--- src/rtl/alu_pkg.sv ---
// Shared definitions for the ALU front end: function codes, sequencer states
// and the default datapath MSB index.
package alu_pkg;

    localparam int NUM_BITS_DEFAULT = 7;

    localparam logic [1:0] ALU_AND = 2'b00;
    localparam logic [1:0] ALU_OR  = 2'b01;
    localparam logic [1:0] ALU_ADD = 2'b10;
    localparam logic [1:0] ALU_SUB = 2'b11;

    typedef enum logic [2:0] {
        S_A      = 3'd0,
        S_B      = 3'd1,
        S_F      = 3'd2,
        S_EXEC   = 3'd3,
        S_RESULT = 3'd4
    } state_t;

endpackage

--- src/rtl/alu_operand_sequencer.sv ---
// Collects A, B and F words from one input bus, holds them stable for the ALU,
// and returns the captured ALU result on a valid/ready result port.
module alu_operand_sequencer
    import alu_pkg::*;
#(
    parameter int NUM_BITS = NUM_BITS_DEFAULT,
    parameter int CNT_W    = 8
) (
    input  logic                clk,
    input  logic                rst_n,
    input  logic [NUM_BITS:0]   in_data,
    input  logic                in_valid,
    output logic                in_ready,
    output logic [NUM_BITS:0]   alu_a,
    output logic [NUM_BITS:0]   alu_b,
    output logic [1:0]          alu_f,
    input  logic [NUM_BITS:0]   alu_out,
    input  logic                alu_flag_o,
    output logic [NUM_BITS:0]   res_data,
    output logic                res_ovf,
    output logic [1:0]          res_f,
    output logic                res_valid,
    input  logic                res_ready,
    output logic [CNT_W-1:0]    op_count,
    output logic                busy,
    output state_t              dbg_state
);

    // Handshake rule: a word moves on a rising edge where valid && ready are
    // both high; ready never depends combinationally on valid.
    state_t state;
    state_t state_nxt;
    logic   in_xfer;
    logic   res_xfer;

    assign in_xfer   = in_valid && in_ready;
    assign res_xfer  = res_valid && res_ready;
    assign dbg_state = state;

    always_comb begin
        state_nxt = state;
        in_ready  = 1'b0;
        busy      = 1'b0;
        case (state)
            S_A: begin
                in_ready = 1'b1;
                if (in_valid) state_nxt = S_B;
            end
            S_B: begin
                in_ready = 1'b1;
                if (in_valid) state_nxt = S_F;
            end
            S_F: begin
                in_ready = 1'b1;
                if (in_valid) state_nxt = S_EXEC;
            end
            S_EXEC: begin
                busy      = 1'b1;
                state_nxt = S_RESULT;
            end
            S_RESULT: begin
                busy = 1'b1;
                if (res_xfer) state_nxt = S_A;
            end
            default: state_nxt = S_A;
        endcase
    end

    always_ff @(posedge clk or negedge rst_n) begin
        if (!rst_n) begin
            state     <= S_A;
            alu_a     <= '0;
            alu_b     <= '0;
            alu_f     <= '0;
            res_data  <= '0;
            res_ovf   <= 1'b0;
            res_f     <= '0;
            res_valid <= 1'b0;
            op_count  <= '0;
        end else begin
            state <= state_nxt;
            case (state)
                S_A: if (in_xfer) alu_a <= in_data;
                S_B: if (in_xfer) alu_b <= in_data;
                S_F: if (in_xfer) alu_f <= in_data[1:0];
                S_EXEC: begin
                    res_data  <= alu_out;
                    res_f     <= alu_f;
                    // Overflow only carries meaning for ADD; other flags are dropped.
                    res_ovf   <= (alu_f == ALU_ADD) && alu_flag_o;
                    res_valid <= 1'b1;
                end
                S_RESULT: begin
                    if (res_xfer) begin
                        res_valid <= 1'b0;
                        op_count  <= op_count + 1'b1;
                    end
                end
                default: ;
            endcase
        end
    end

endmodule

--- config.mk ---
export PLATFORM = sky130hd
export DESIGN_NAME = alu_operand_sequencer
export DESIGN_NICKNAME = d
export VERILOG_FILES = /design/src/rtl/alu_pkg.sv /design/src/rtl/alu_operand_sequencer.sv
export SDC_FILE = /design/constraint.sdc
export NUM_CORES = 1
export LEC_CHECK = 0
export CAP_MARGIN = 20
export CORE_AREA = 2 2 63 65
export CTS_CLUSTER_SIZE = 28
export DETAILED_ROUTE_END_ITERATION = 8
export DIE_AREA = 0 0 65 67
export PLACE_DENSITY = 0.88
export SYNTH_ARGS = -nofsm -noshare
export SYNTH_HDL_FRONTEND = slang
export SYNTH_SLANG_ARGS = --single-unit
--- constraint.sdc ---
create_clock -name clk -period 5.1 [get_ports clk]
set_input_delay 1.53 -clock clk [delete_from_list [all_inputs] [get_ports clk]]
set_output_delay 1.53 -clock clk [all_outputs]
set_load 0.005 [all_outputs]
### Yosys cells after proc, flatten, opt, wreduce, memory -nomap -nowiden

Cells that the tools add are included.
Widths: inputs -> output; s select.

| word-level totals | value |
|---|---|
| output and inout bits | 43 |
| input bits | 21 |
| flip-flop bits (word level) | 41 |
| word-level logic and storage cells | 41 |

| cells by class | value |
|---|---|
| reductions and logical operators | 13 |
| add/sub/neg operators | 1 |
| eq/ne operators | 9 |
| multiplexer cells | 9 |

Operators by type and width:

| operator | count |
|---|---|
| $pmux 3 s5 | 1 |
| $mux 3 | 4 |
| $reduce_and 2->1 | 5 |
| $add 8x1->8 const B | 1 |
| $ne 2x2->1 const B | 4 |
| $eq 3x2->1 const B | 2 |
| $reduce_and 4->1 | 1 |
| $eq 3x1->1 const B | 1 |
| $eq 3x3->1 const B | 1 |
| $logic_and 1x1->1 | 3 |
| $logic_not 3->1 | 1 |
| $mux 1 | 3 |
| $reduce_or 3->1 | 1 |
| $eq 2x2->1 const B | 1 |
| $pmux 1 s2 | 1 |
| $reduce_bool 2->1 | 1 |
| $reduce_or 2->1 | 1 |

### Logic depth before layout (Yosys ltp)

Gate-level depths: netlist (run 1).

| depth | value |
|---|---|
| word-level depth | 5 |
| depth in mapped cells | 5 |

### Worst setup path before layout (run 1)

No wires, ideal clock.

| timing | value |
|---|---|
| kind | flip-flop to output port |
| start | reg state[0] (netlist: dbg_state[0]) |
| end | out busy |
| data required time | 3.570 ns |
| path slack | 2.417 ns |
| cell stages (with the launch flop) | 5 |
| arrival time | 1.153 ns |
| cells stage by stage | dfrtp_1 > buf_2 > nand3b_1 > clkbuf_1 > nand2_1 |

| between the ends | value |
|---|---|
| cells in the longest elaborated chain, start to end | 3 |

RTL lines:

| item | line | RTL |
|---|---|---|
| start: declaration | alu_operand_sequencer.sv:31 | `state_t state;` |
| start signal: assignment | alu_operand_sequencer.sv:81 | `state <= state_nxt;` |
| $eq 3x3->1 / $eq 3x2->1 (equally long branches) | alu_operand_sequencer.sv:44 | `case (state)` |
| $reduce_or 2->1 (no line) * | n/a |  |
| $mux 1 * | alu_operand_sequencer.sv:44 |  |
| end: declaration | alu_operand_sequencer.sv:25 | `output logic busy,` |

Mark *: on every way between the ends. The rest lies on a longest branch, timed or not.

### Worst setup path in the final report (run 1)

Ends and elaborated chain as after synthesis.

==> results of run 1 <==
==> path summary, 6_finish.rpt <==
kind                                     startpoint                      end  cells after the start
max                        dbg_state[0]$_DFFE_PN0P_                     busy                      3
min                         op_count[7]$_DFFE_PN0P_  op_count[7]$_DFFE_PN0P_                      1
max reg2reg                dbg_state[2]$_DFFE_PN0P_     alu_a[1]$_DFFE_PN0P_                      3
min reg2reg                 op_count[7]$_DFFE_PN0P_  op_count[7]$_DFFE_PN0P_                      1
max in group asynchronous                     rst_n     alu_a[4]$_DFFE_PN0P_                      1
min in group asynchronous                     rst_n  res_data[4]$_DFFE_PN0P_                      1
==> metrics by stage <==
stage                     utilization  area, µm²
after floorplan                     -       1650
after global placement         0.6409       2311
after detailed placement       0.6409       2311
after CTS                      0.6638       2394
after global routing           0.6638       2394
final                          0.6638       2394
==> Yosys cell counts <==
library cell and count:
and3_1 2, a21oi_1 2, nand2_1 9, ha_1 1, xnor2_1 3, nor2_1 3
mux2_2 30, nand2b_1 3, or3b_1 1, clkbuf_1 1, buf_2 2, nor3_1 1
nor4_1 2, xor2_1 4, o21ai_0 1, nor3_2 1, nand3b_1 2, dfrtp_1 41
nor3b_1 1, buf_6 1, o31ai_1 1, nand3_1 1, nor2_2 1, nand4_1 3
==> routing by layer <==
layer / global-route usage / vias up / share of wire
li1: - / 545 / -
met1: 0.2057 / 581 / 0.39
met2: 0.3183 / 49 / 0.53
met3: 0.05405 / 6 / 0.063
met4: 0.07181 / 0 / 0.015
met5: 0 / - / 0
==> worst reg2reg max path, cell delays in order, from the launching register on <==
cell and delay (ns):
dfrtp_1 0.44, nand2b_1 0.23, nor3_2 0.49, mux2_2 0.41
==> state kept, by name, summed over array words and instances, names as in the netlist <==
| name | flops |
|---|---|
| alu_a | 8 |
| alu_b | 8 |
| alu_f | 2 |
| dbg_state | 3 |
| op_count | 8 |
| res_data | 8 |
| res_f | 2 |
| res_ovf | 1 |
| res_valid | 1 |
==> final cells by class <==
type                       count  share of cell area
tap                           48             0.02509
clock inverter                 2            0.004182
multi-input combinational     72              0.2504
sequential                    41              0.4286
clock buffer                   6             0.03032
timing repair buffer          63              0.2614
==> cells in the final DEF, fill, tap and decap left out, types with 2 or more instances in the layout <==
cell type        count
nand3b_1             2
clkinv_2             2
clkbuf_8             5
dfrtp_1             41
clkdlybuf4s50_1     62
nor2_1               3
nor4_1               2
nand2_1              9
nand2b_1             3
a21oi_1              2
and3_1               2
mux2_2              30
xor2_1               4
xnor2_1              3
nand4_1              3
==> power groups by stage <==
stage	Sequential (mW)	Clock, mW	Combinational, mW
6_report	0.564	0.204	0.577
5_1_grt	0.584	0.221	0.624
4_1_cts	0.567	0.206	0.589
3_5_place_dp	0.572	0	0.585
3_3_place_gp	0.560	0	0.567
2_1_floorplan	0.558	0	0.234
==> cell families (layout without fill, tap and decap cells) <==
family                   after synthesis  after routing  synth area share
AND/OR/NAND/NOR                       30             30            0.1001
XOR/XNOR                               7              7           0.03715
adder cells (fa/ha/maj)                1              1          0.007580
AO/OA/AOI/OAI                          4              4           0.01365
multiplexers                          30             30            0.2047
flip-flops                            41             41            0.6217
buffers and inverters                  4             71           0.01516
==> impl_metrics.json, run 1 <==
{
  "peakVddDrop_mv": 0.2925,
  "seqCellArea_mm2": 0.001026,
  "period_share": 0.6918,
  "fin_tns_setup_ns": 0,
  "post_cts_buffers": 0,
  "startpoint_type": "flip-flop",
  "drt_wl_total_um": 3610,
  "cts_inserted_buffers": 5,
  "finish.net_count": 205,
  "power_frac_seq": 0.419,
  "fin_hold_ws_ns": 0.4809,
  "worstMarginPinSlew_ns": 0.8673,
  "netlist.area_leader.share": 0.6217,
  "synth_area_per_cell_um2": 14.11,
  "drt_iter0_markers": 98,
  "grt_pass1_vias": 1189,
  "fillCellCount": 278,
  "hold_buffers": 0,
  "rsz0062_at_grt": "false",
  "seq_area_frac_synth": 0.6217,
  "required_ns": 3.57,
  "synth_area_mm2": 0.001650,
  "power_switching_mw": 0.3895,
  "firstDrtPassIters": 4,
  "dp_hpwl_um": 2699,
  "clockBufferDepth": 2,
  "syn_inst": 117,
  "p_int_mw": 0.9561,
  "clk_latency_ns": 0.29,
  "cts_root_buf": "clkbuf_8",
  "htree_levels": 2,
  "final_cells": 232,
  "cts_sinks": 41,
  "row_count": 22,
  "critPathMaxStageDelay_ns": 0.51,
  "dpl_worst_slack_ns": 1.876,
  "hp-class": "flip-flop to flip-flop",
  "dieHeight_um": 67,
  "area_growth_syn_to_layout_pct": 45.03,
  "syn_nets": 139,
  "setup_violations": 0,
  "die_w_um": 65,
  "ios": 64,
  "worstSetupPathType": "flip-flop to output pin",
  "drt-wirelength-per-cell_um": 15.56,
  "numPlacedInstances": 224,
  "switching_share": 0.2895,
  "multi_input_area_um2": 599.3,
  "cp_slowest_cell": "nand3b_1",
  "portBuffers": 63,
  "grt_max_degree": 42,
  "design.core.area_mm2": 0.003606,
  "grt_remaining_overflow": 0,
  "rrSetupSlack_ns": 3.42,
  "hold_violations": 0,
  "p_comb_frac": 0.429,
  "clock.fmax_ghz": 0.2835,
  "grt_usage": 0.1809,
  "grt_pass1_wl_um": 5789,
  "finalCriticalPeriod_ns": 3.528,
  "antenna_cells": 0,
  "p_clk_frac": 0.151,
  "outcome": "complete, no violations",
  "crit_family": "simple AND/OR/NAND/NOR gates",
  "vias": 1181,
  "drive_above_1_share": 0.2174,
  "path_cells": "nand3b_1 > nand2_1 > clkdlybuf4s50_1",
  "start_util": 0.4577,
  "ant_nets": 0,
  "power.density_mw_per_mm2": 562.2,
  "maxCapViolCount": 0,
  "cts_resized": 0,
  "fin_ws_ns": 1.572,
  "slew_headroom": 0.4218,
  "synth_top_area_cell": "dfrtp_1",
  "synth_seq_cells": 41,
  "crit_buf_inv": 1,
  "slew_viol_final": 0,
  "clk_pin_slew_ns": 0.07,
  "die-area_mm2": 0.004355,
  "antenna_found_initial": 0,
  "detail_route.vias_per_cell": 5.091,
  "remaining_drc_errors": 0,
  "crit_arrival_ns": 2.00,
  "path_max_fanout": 15,
  "cts_tree": "built",
  "fin_skew_ns": 0.004683,
  "cp-end-kind": "output pin",
  "yosys-top-cells-area": "dfrtp_1 (62%), mux2_2 (20%), xor2_1 (2.1%)",
  "yosysWarnings": 0,
  "synth_cell_type_count": 24,
  "power_mw": 1.346,
  "leakage_nw": 1.022,
  "place_congestion": 0.7383
}
(Power assumes the default switching activity.)
==> inputs of run 2 (changes only) <==
- CORE_AREA: 2 2 63 65 -> 2 2 69 71
- DIE_AREA: 0 0 65 67 -> 0 0 71 73
- PLACE_DENSITY: 0.88 -> 0.79
- clock period: 5.1 -> 3.16 ns (I/O delays scaled with it)
==> run 2 against run 1 <==
Setup slack got worse by 1.2 ns. Register-to-register slack got worse by 1.9 ns. Final area rose by 0.94%. Critical path depth did not move. Clock skew rose by 0.0017 ns. Critical path type unchanged.
==> impl_metrics.json, run 2 (synthesized netlist as in run 1, its figures left out) <==
{
  "crit_arrival_ns": 1.87,
  "final_common_cell": "clkdlybuf4s50_1",
  "slew_viol_final": 0,
  "rsz0062_at_grt": "false",
  "design.core.area_mm2": 0.004536,
  "grt_max_degree": 42,
  "start_util": 0.3639,
  "hp-start": "op_count[7]$_DFFE_PN0P_",
  "p_clk_frac": 0.151,
  "grt_pass1_wl_um": 5589,
  "whs_path_depth": 1,
  "leakage_nw": 1.031,
  "fin_tns_setup_ns": 0,
  "cp_slowest_cell": "clkdlybuf4s50_1",
  "antenna_found_initial": 0,
  "power_switching_mw": 0.6186,
  "dp_hpwl_um": 2443,
  "final_cell_mix": "clkdlybuf4s50_1 (62), dfrtp_1 (41), mux2_2 (30), nand2_1 (9), clkbuf_8 (5)",
  "hold_violations": 0,
  "p_comb_frac": 0.432,
  "switching_share": 0.2850,
  "reg2reg_from": "dbg_state[0]$_DFFE_PN0P_",
  "ios": 64,
  "fin_area_mm2": 0.002416,
  "finish.net_count": 207,
  "clk_pin_slew_ns": 0.07,
  "place_congestion": 0.8011,
  "rrSetupSlack_ns": 1.50,
  "cts_inserted_buffers": 5,
  "cts_tree": "built",
  "row_count": 25,
  "power_mw": 2.171,
  "die-area_mm2": 0.005183,
  "portBuffers": 63,
  "grt_pass1_vias": 1154,
  "post_cts_buffers": 0,
  "p_int_mw": 1.552,
  "cts_resized": 0,
  "maxCapViolCount": 0,
  "crit_start": "dbg_state[0]$_DFFE_PN0P_",
  "setup_violations": 0,
  "drt_wl_total_um": 3381,
  "clockBufferDepth": 2,
  "holdPathEnd": "op_count[7]$_DFFE_PN0P_",
  "worstSetupPathType": "flip-flop to output pin",
  "ant_nets": 0,
  "cts_sinks": 41,
  "path_max_fanout": 10,
  "numPlacedInstances": 232,
  "required_ns": 2.21,
  "drive_above_1_share": 0.2258,
  "drt-wirelength-per-cell_um": 14.09,
  "peakVddDrop_mv": 0.4993,
  "detail_route.vias_per_cell": 4.879,
  "antenna_cells": 0,
  "final_cells": 240,
  "path_cells": "or3b_1 > nand2_1 > clkdlybuf4s50_1",
  "htree_levels": 2,
  "dieHeight_um": 73,
  "drt_iter0_markers": 15,
  "outcome": "complete, no violations",
  "remaining_drc_errors": 0,
  "hold_buffers": 0,
  "clk_latency_ns": 0.29,
  "power.density_mw_per_mm2": 898.4,
  "startpoint_type": "flip-flop",
  "grt_usage": 0.1414,
  "r2r_cells": 3,
  "critPathMaxStageDelay_ns": 0.50,
  "placed_area_mm2": 0.002333,
  "finalCriticalPeriod_ns": 2.813,
  "slew_headroom": 0.4062,
  "cts_root_buf": "clkbuf_8",
  "clock.fmax_ghz": 0.3555,
  "worstMarginPinSlew_ns": 0.8908,
  "fin_skew_ns": 0.006348,
  "grt_remaining_overflow": 0,
  "period_share": 0.8902,
  "cp-end-kind": "output pin",
  "fillCellCount": 393,
  "vias": 1171,
  "rr_endpoint": "op_count[1]$_DFFE_PN0P_",
  "hp-class": "flip-flop to flip-flop",
  "power_frac_seq": 0.416,
  "die_w_um": 71,
  "area_growth_syn_to_layout_pct": 46.40,
  "firstDrtPassIters": 4
}
==> run 2: changes by cell type in the layout (fill, tap and decap cells not counted), sizes merged <==
cell / before / now
buf: 1 / 3
==> run 2: cell type report <==
type                       count  area, µm²  area share
sequential                    41       1026      0.4246
clock buffer                   6      72.57     0.03004
timing repair buffer          65      640.6      0.2651
multi-input combinational     72      599.3      0.2481
tap                           54      67.56     0.02796
clock inverter                 2      10.01    0.004143
==> run 2: critical path, delay by kind of cell (launching register included) <==
family / cells / cell delay [ns]
simple gates: 2 / 0.59
buf+inv: 1 / 0.50
flops: 1 / 0.49
==> run 2: through the flow <==
stage          hold WS, ns  setup slack (ns)    util
2_1_floorplan       0.4647             1.059       -
3_3_place_gp        0.4583            0.7005  0.5145
3_5_place_dp        0.4653            0.6618  0.5145
4_1_cts             0.4753            0.3413  0.5327
5_1_grt             0.4953            0.2697  0.5327
6_report            0.4665            0.3469  0.5327
==> run 2: worst max path at each step <==
stage | to | slack, ns | depth (start not counted)
final | busy | 0.35 | 3
after floorplan | busy | 1.06 | 4
after detailed placement | busy | 0.66 | 3
after global routing | busy | 0.27 | 3
after global placement | busy | 0.70 | 3
after CTS | busy | 0.34 | 3
==> run 2: routing by layer <==
layer	global-route usage	vias up	part of all wire
li1	-	543	-
met5	0	-	0
met4	0.04403	0	0.012
met1	0.1778	566	0.44
met3	0.08702	6	0.12
met2	0.2025	56	0.42
==> run 2: power groups by stage <==
stage	clock network [mW]	logic, mW	registers, mW
detailed placement	0	0.952	0.912
global placement	0	0.940	0.904
global route	0.357	1.02	0.940
CTS	0.339	0.956	0.907
floorplan	0	0.378	0.900
finish	0.329	0.938	0.904
